File: config.mk
export PLATFORM = sky130hd
export DESIGN_NAME = instr_sequencer_flat
export DESIGN_NICKNAME = d
export VERILOG_FILES = /design/src/rtl/instr_sequencer_if.sv /design/src/rtl/instr_sequencer.sv /design/src/flat_wrapper.sv
export SDC_FILE = /design/constraint.sdc
export NUM_CORES = 1
export LEC_CHECK = 0
export ABC_CLOCK_PERIOD_IN_PS = 7530
export CAP_MARGIN = 20
export CORE_MARGIN = 3
export CORE_UTILIZATION = 25
export CTS_BUF_LIST = sky130_fd_sc_hd__clkbuf_8
export DETAILED_ROUTE_END_ITERATION = 6
export SKIP_CTS_REPAIR_TIMING = 1
export SYNTH_ARGS = -nofsm -noshare
export SYNTH_HDL_FRONTEND = slang
export SYNTH_SLANG_ARGS = --single-unit
File: constraint.sdc
create_clock -name CLK -period 7.53 [get_ports CLK]
set_clock_uncertainty 0.1 [all_clocks]
set_input_delay 1.506 -clock CLK [delete_from_list [all_inputs] [get_ports CLK]]
set_output_delay 1.506 -clock CLK [all_outputs]
set_load 0.02 [all_outputs]
File: src/rtl/instr_sequencer_if.sv
// Bus bundle for instr_sequencer.
//   master : drives decode/ALU/memory-status inputs (datapath side, or a testbench).
//   slave  : the sequencer; drives PC and the control strobes.
// Inputs : I_BUSYWAIT, D_BUSYWAIT, IS_JUMP, IS_BRANCH, MEM_RD_REQ, MEM_WR_REQ,
//          REG_WR_REQ, ZERO, OFFSET[7:0]
// Outputs: PC[31:0], I_READ, IR_LOAD, D_READ, D_WRITE, REG_WRITE, WB_SEL_MEM, FAULT
interface instr_sequencer_if;
  logic        I_BUSYWAIT;
  logic        D_BUSYWAIT;
  logic        IS_JUMP;
  logic        IS_BRANCH;
  logic        MEM_RD_REQ;
  logic        MEM_WR_REQ;
  logic        REG_WR_REQ;
  logic        ZERO;
  logic [7:0]  OFFSET;
  logic [31:0] PC;
  logic        I_READ;
  logic        IR_LOAD;
  logic        D_READ;
  logic        D_WRITE;
  logic        REG_WRITE;
  logic        WB_SEL_MEM;
  logic        FAULT;

  modport master (
    output I_BUSYWAIT, D_BUSYWAIT, IS_JUMP, IS_BRANCH, MEM_RD_REQ, MEM_WR_REQ,
           REG_WR_REQ, ZERO, OFFSET,
    input  PC, I_READ, IR_LOAD, D_READ, D_WRITE, REG_WRITE, WB_SEL_MEM, FAULT
  );

  modport slave (
    input  I_BUSYWAIT, D_BUSYWAIT, IS_JUMP, IS_BRANCH, MEM_RD_REQ, MEM_WR_REQ,
           REG_WR_REQ, ZERO, OFFSET,
    output PC, I_READ, IR_LOAD, D_READ, D_WRITE, REG_WRITE, WB_SEL_MEM, FAULT
  );
endinterface

File: src/rtl/instr_sequencer.sv
// instr_sequencer: multi-cycle FETCH/EXEC/MEM/WB control sequencer for the 8-bit CPU.
// Owns the PC, stalls on instruction/data BUSYWAIT, and gates reg-file writes so each
// instruction produces at most one REG_WRITE pulse.
// Ports:
//   CLK      clock, all state changes on posedge
//   RESET_N  asynchronous active-low reset
//   bus      instr_sequencer_if.slave (decode inputs, memory stalls, PC and strobes)
// Parameters: PC_RESET (reset PC), TIMEOUT_CYCLES (stall limit, timeout build only).
// Build option: define SEQ_TIMEOUT_EN to enable the stall watchdog, FAULT flag and HALT.
module instr_sequencer #(
  parameter logic [31:0] PC_RESET       = 32'h0,
  parameter int unsigned TIMEOUT_CYCLES = 255
) (
  input logic              CLK,
  input logic              RESET_N,
  instr_sequencer_if.slave bus
);

  typedef enum logic [2:0] {S_FETCH, S_EXEC, S_MEM, S_WB, S_HALT} state_t;

  state_t      state_q, state_d;
  logic [31:0] pc_q, pc_d;
  logic        ir_load_q, ir_load_d;
  logic        d_read_q, d_read_d;
  logic        d_write_q, d_write_d;
  logic        take;
  logic [31:0] pc_next;

  // Branch/jump target: word offset, sign-extended, relative to PC+4.
  assign take    = bus.IS_JUMP | (bus.IS_BRANCH & bus.ZERO);
  assign pc_next = pc_q + 32'd4 + (take ? {{22{bus.OFFSET[7]}}, bus.OFFSET, 2'b00} : 32'd0);

`ifdef SEQ_TIMEOUT_EN
  localparam logic [7:0] WAIT_LAST = 8'(TIMEOUT_CYCLES - 1);
  logic [7:0] wait_q, wait_d;
  logic       fault_q, fault_d;
  logic       stall;
  assign stall = ((state_q == S_FETCH) & bus.I_BUSYWAIT) | ((state_q == S_MEM) & bus.D_BUSYWAIT);
`else
  logic unused_timeout;
  assign unused_timeout = ^TIMEOUT_CYCLES;
`endif

  always_comb begin
    state_d   = state_q;
    pc_d      = pc_q;
    ir_load_d = 1'b0;
    d_read_d  = d_read_q;
    d_write_d = d_write_q;
    case (state_q)
      S_FETCH: if (!bus.I_BUSYWAIT) begin
        state_d   = S_EXEC;
        ir_load_d = 1'b1;
      end
      S_EXEC: if (bus.MEM_RD_REQ | bus.MEM_WR_REQ) begin
        state_d   = S_MEM;
        // Data strobes are registered here so MEM sees only flop-driven strobes;
        // read wins over write when both are decoded.
        d_read_d  = bus.MEM_RD_REQ;
        d_write_d = bus.MEM_WR_REQ & ~bus.MEM_RD_REQ;
      end else begin
        pc_d    = pc_next;
        state_d = S_FETCH;
      end
      S_MEM: if (!bus.D_BUSYWAIT) begin
        d_read_d  = 1'b0;
        d_write_d = 1'b0;
        if (d_read_q) state_d = S_WB;
        else begin
          pc_d    = pc_next;
          state_d = S_FETCH;
        end
      end
      S_WB: begin
        pc_d    = pc_next;
        state_d = S_FETCH;
      end
      default: ;  // S_HALT: terminal until reset
    endcase

`ifdef SEQ_TIMEOUT_EN
    fault_d = fault_q;
    wait_d  = wait_q;
    if (state_d != state_q) wait_d = 8'd0;
    else if (stall) begin
      if (wait_q >= WAIT_LAST) begin
        state_d   = S_HALT;
        fault_d   = 1'b1;
        d_read_d  = 1'b0;
        d_write_d = 1'b0;
        pc_d      = pc_q;
        wait_d    = 8'd0;
      end else begin
        wait_d = wait_q + 8'd1;
      end
    end
`endif
  end

  always_ff @(posedge CLK or negedge RESET_N) begin
    if (!RESET_N) begin
      state_q   <= S_FETCH;
      pc_q      <= PC_RESET;
      ir_load_q <= 1'b0;
      d_read_q  <= 1'b0;
      d_write_q <= 1'b0;
`ifdef SEQ_TIMEOUT_EN
      wait_q    <= 8'd0;
      fault_q   <= 1'b0;
`endif
    end else begin
      state_q   <= state_d;
      pc_q      <= pc_d;
      ir_load_q <= ir_load_d;
      d_read_q  <= d_read_d;
      d_write_q <= d_write_d;
`ifdef SEQ_TIMEOUT_EN
      wait_q    <= wait_d;
      fault_q   <= fault_d;
`endif
    end
  end

  // I_READ is qualified by RESET_N so no fetch is requested while reset is held;
  // the first fetch completes on the first posedge after release.
  assign bus.PC         = pc_q;
  assign bus.I_READ     = RESET_N & (state_q == S_FETCH);
  assign bus.IR_LOAD    = ir_load_q;
  assign bus.D_READ     = d_read_q;
  assign bus.D_WRITE    = d_write_q;
  // Decode inputs come from the latched IR, so they are stable for the whole instruction.
  assign bus.REG_WRITE  = ((state_q == S_EXEC) & bus.REG_WR_REQ & ~(bus.MEM_RD_REQ | bus.MEM_WR_REQ))
                        | (state_q == S_WB);
  assign bus.WB_SEL_MEM = (state_q == S_WB);
`ifdef SEQ_TIMEOUT_EN
  assign bus.FAULT      = fault_q;
`else
  assign bus.FAULT      = 1'b0;
`endif

endmodule

File: src/flat_wrapper.sv
// flat-port wrapper written by rule: the top's interface ports become plain ports
module instr_sequencer_flat 
#(
  parameter logic [31:0] PC_RESET       = 32'h0,
  parameter int unsigned TIMEOUT_CYCLES = 255
)
  (CLK, RESET_N, bus_I_BUSYWAIT, bus_D_BUSYWAIT, bus_IS_JUMP, bus_IS_BRANCH, bus_MEM_RD_REQ, bus_MEM_WR_REQ, bus_REG_WR_REQ, bus_ZERO, bus_OFFSET, bus_PC, bus_I_READ, bus_IR_LOAD, bus_D_READ, bus_D_WRITE, bus_REG_WRITE, bus_WB_SEL_MEM, bus_FAULT);
  instr_sequencer_if bus_i ();
  input logic CLK;
  input logic RESET_N;
  input wire logic [$bits(bus_i.I_BUSYWAIT)-1:0] bus_I_BUSYWAIT;
  input wire logic [$bits(bus_i.D_BUSYWAIT)-1:0] bus_D_BUSYWAIT;
  input wire logic [$bits(bus_i.IS_JUMP)-1:0] bus_IS_JUMP;
  input wire logic [$bits(bus_i.IS_BRANCH)-1:0] bus_IS_BRANCH;
  input wire logic [$bits(bus_i.MEM_RD_REQ)-1:0] bus_MEM_RD_REQ;
  input wire logic [$bits(bus_i.MEM_WR_REQ)-1:0] bus_MEM_WR_REQ;
  input wire logic [$bits(bus_i.REG_WR_REQ)-1:0] bus_REG_WR_REQ;
  input wire logic [$bits(bus_i.ZERO)-1:0] bus_ZERO;
  input wire logic [$bits(bus_i.OFFSET)-1:0] bus_OFFSET;
  output wire logic [$bits(bus_i.PC)-1:0] bus_PC;
  output wire logic [$bits(bus_i.I_READ)-1:0] bus_I_READ;
  output wire logic [$bits(bus_i.IR_LOAD)-1:0] bus_IR_LOAD;
  output wire logic [$bits(bus_i.D_READ)-1:0] bus_D_READ;
  output wire logic [$bits(bus_i.D_WRITE)-1:0] bus_D_WRITE;
  output wire logic [$bits(bus_i.REG_WRITE)-1:0] bus_REG_WRITE;
  output wire logic [$bits(bus_i.WB_SEL_MEM)-1:0] bus_WB_SEL_MEM;
  output wire logic [$bits(bus_i.FAULT)-1:0] bus_FAULT;
  assign bus_i.I_BUSYWAIT = bus_I_BUSYWAIT;
  assign bus_i.D_BUSYWAIT = bus_D_BUSYWAIT;
  assign bus_i.IS_JUMP = bus_IS_JUMP;
  assign bus_i.IS_BRANCH = bus_IS_BRANCH;
  assign bus_i.MEM_RD_REQ = bus_MEM_RD_REQ;
  assign bus_i.MEM_WR_REQ = bus_MEM_WR_REQ;
  assign bus_i.REG_WR_REQ = bus_REG_WR_REQ;
  assign bus_i.ZERO = bus_ZERO;
  assign bus_i.OFFSET = bus_OFFSET;
  assign bus_PC = bus_i.PC;
  assign bus_I_READ = bus_i.I_READ;
  assign bus_IR_LOAD = bus_i.IR_LOAD;
  assign bus_D_READ = bus_i.D_READ;
  assign bus_D_WRITE = bus_i.D_WRITE;
  assign bus_REG_WRITE = bus_i.REG_WRITE;
  assign bus_WB_SEL_MEM = bus_i.WB_SEL_MEM;
  assign bus_FAULT = bus_i.FAULT;
  instr_sequencer #(.PC_RESET(PC_RESET), .TIMEOUT_CYCLES(TIMEOUT_CYCLES)) u_core (.CLK(CLK), .RESET_N(RESET_N), .bus(bus_i));
endmodule
==> impl_metrics.json <==
{
  "synth-seq-cells": 35,
  "clk_pin_slew_ps": 90,
  "dieArea_um2": 15500,
  "grt_pass1_vias": 3297,
  "hpwl_um": 7160,
  "async_flop_share_pct": 100,
  "timing.hold.ws_ps": 410,
  "worst_pin_slew_ps": 659,
  "portBuffers": 53,
  "clk_latency_ps": 300,
  "finalCritPeriodShare_pct": 65.7,
  "grt_max_degree": 55,
  "initial_core_util_pct": 26.0,
  "ir_drop_mv": 0.159,
  "antenna_cells": 0,
  "cts-root-buf": "clkbuf_8",
  "required_ps": 7590,
  "fill_cells": 1507,
  "htreeDepth": 2,
  "final_cell_mix": "nand2_1, clkdlybuf4s50_1, o21ai_0",
  "cp_data_arrival_time_ps": 5010,
  "setup_ws_ps": 2580,
  "synth_xor_area_share_pct": 11.3,
  "slew_violations": 0,
  "ant_nets": 0,
  "wl_um": 9380,
  "syn_avg_cell_area_um2": 8.10,
  "finalPower_mw": 1.80,
  "drtIter0Drc": 100,
  "ioPinCount": 57,
  "overflow": 0,
  "area_growth_pct": 22.3,
  "multi_input_area_um2": 2500,
  "r2r-start": "u_core.bus.PC[3]$_DFFE_PN0P_",
  "fin_nets": 531,
  "cts_tree": "yes",
  "synth-edff-count": 0,
  "wire_per_inst_um": 14.3,
  "cts_buffer_depth": 2,
  "design_area_um2": 4280,
  "final_util_pct": 31.8,
  "path_class": "in -> reg",
  "placed_cells": 646,
  "core_area_um2": 13500,
  "ys_warn_count": 0,
  "drc": 0,
  "grt_pass1_wl_um": 16200,
  "regArea_um2": 876,
  "cts_sinks": 35,
  "synth_cell_types": 59,
  "endpoint_kind": "register",
  "layout.cells.non_filler": 654,
  "routabilityCongestion": 0.828,
  "antenna_found_initial": 0,
  "gr-usage-all-layers_pct": 12.2,
  "startpoint": "bus_IS_BRANCH",
  "cp-start-kind": "input pin",
  "place_ws_ps": 2280,
  "clock.fmax_mhz": 202,
  "setup_viol": 0,
  "cp_max_fo": 23,
  "synth_area_um2": 3500,
  "drive_gt1_share_pct": 6.07,
  "rows": 42,
  "synthFlopType": "dfrtp_1",
  "synthAdderAreaFrac_pct": 13.1,
  "synthSimpleGateAreaFrac_pct": 22.9,
  "final_common_cell": "nand2_1",
  "place_area_um2": 4170,
  "die_x_um": 124,
  "yosysSeqAreaShare_pct": 25.0,
  "setup_tns_ps": 0,
  "drv_cap": 0,
  "rsz0062_at_grt": "false",
  "status": "finished, final reports clean",
  "vias_per_cell": 4.84,
  "min_path_type": "reg -> reg",
  "cts_buffers": 5,
  "synth_compound_area_share_pct": 23.0,
  "netlist_instances": 432,
  "synth_top_family_by_area": "compound AO/OA/AOI/OAI gates",
  "synth.area.mux_share_pct": 0.572,
  "vias": 3165,
  "hp-start": "u_core.bus.PC[31]$_DFFE_PN0P_",
  "powerDensity_nw_per_um2": 421,
  "final-hold-violation-count": 0,
  "timing.final.crit_period_ps": 4950,
  "chipHeight_um": 124,
  "total_leakage_power_nw": 1.77,
  "firstDrtPassIters": 4,
  "relSlewSlack_pct": 56.0
}
## per-layer routing
metal  track usage [%]  vias up  wire length (µm)
li1                  -     1616                 -
met1              16.1     1479              4600
met2              21.2       63              4390
met3              2.19        7               341
met4              2.06        0                45
met5                 0        -                 0
## synthesized netlist by cell type (2+ instances only)
library cell,n,share of area (%)
o21a_1,4,0.86
nor2b_1,10,1.8
nor4_1,2,0.36
a211oi_1,3,0.64
clkbuf_1,7,0.75
o41ai_2,2,0.93
o21bai_1,3,0.64
o31ai_1,2,0.43
a21oi_2,3,0.75
xor2_1,10,2.5
nand4_1,5,0.89
nor3_1,10,1.4
mux2i_1,2,0.57
buf_4,3,0.64
a21o_1,7,1.5
a31oi_1,3,0.54
nand2b_1,3,0.54
a221oi_1,2,0.50
o21ai_1,7,1.0
a2111oi_0,2,0.50
a211oi_2,2,0.71
nor2_1,29,3.1
inv_1,4,0.43
and2_1,23,4.1
nor3b_1,2,0.43
dfrtp_1,35,25
o211ai_1,3,0.64
and3_1,2,0.36
ha_1,35,13
o21ai_0,37,5.3
nand3_1,8,1.1
nand2_1,61,6.5
buf_2,7,1.0
a21oi_1,33,4.7
xnor2_1,35,8.8
buf_6,3,0.97
## registers in the layout, indices dropped and copies added, names as in the netlist
name / count
u_core.state_q: 2
u_core.bus.IR_LOAD: 1
u_core.bus.D_READ: 1
u_core.bus.D_WRITE: 1
u_core.bus.PC: 30
## kinds of logic (layout without fill, tap and decap cells)
logic type,Yosys count,after routing
compound gates,124,124
fa+ha+maj,36,36
mux,2,2
simple gates,163,163
xor+xnor,45,45
flops,35,35
buf+inv,26,70
other cells,1,3
## report_power, final
group          switching (mW)  total (mW)  internal, mW
Combinational           0.715        1.24         0.521
Sequential              0.106       0.387         0.280
Clock                  0.0824       0.181        0.0988
## final timing paths
check                      slack [ps]  depth (start not counted)                            end
setup / recovery                 2580                         12  u_core.bus.PC[20]$_DFFE_PN0P_
hold / removal                    410                          1  u_core.bus.PC[31]$_DFFE_PN0P_
setup reg to reg                 4480                         10  u_core.bus.PC[25]$_DFFE_PN0P_
hold reg to reg                   410                          1  u_core.bus.PC[31]$_DFFE_PN0P_
max in group asynchronous        5830                          2   u_core.bus.IR_LOAD$_DFF_PN0_
min in group asynchronous        1160                          2  u_core.bus.PC[12]$_DFFE_PN0P_
## worst max-delay path, stage by stage
cell             delay (ps)
clkdlybuf4s50_1         400
a21oi_1                 540
nand2b_1                190
buf_4                   360
xnor2_1                 120
ha_1                    390
a21oi_1                 240
o21ai_1                 130
o21ai_1                 360
nand2_1                 170
a2111oi_0               470
nor3b_1                 130
## final cells by class
type,instances,area share (%)
clock inverters,3,1.02
clock buffers,5,1.61
flip-flops and latches,35,20.5
well taps,176,5.14
multi-input cells,373,58.3
inverters,5,0.438
repair buffers,57,13.0
(Power assumes the default switching activity.)
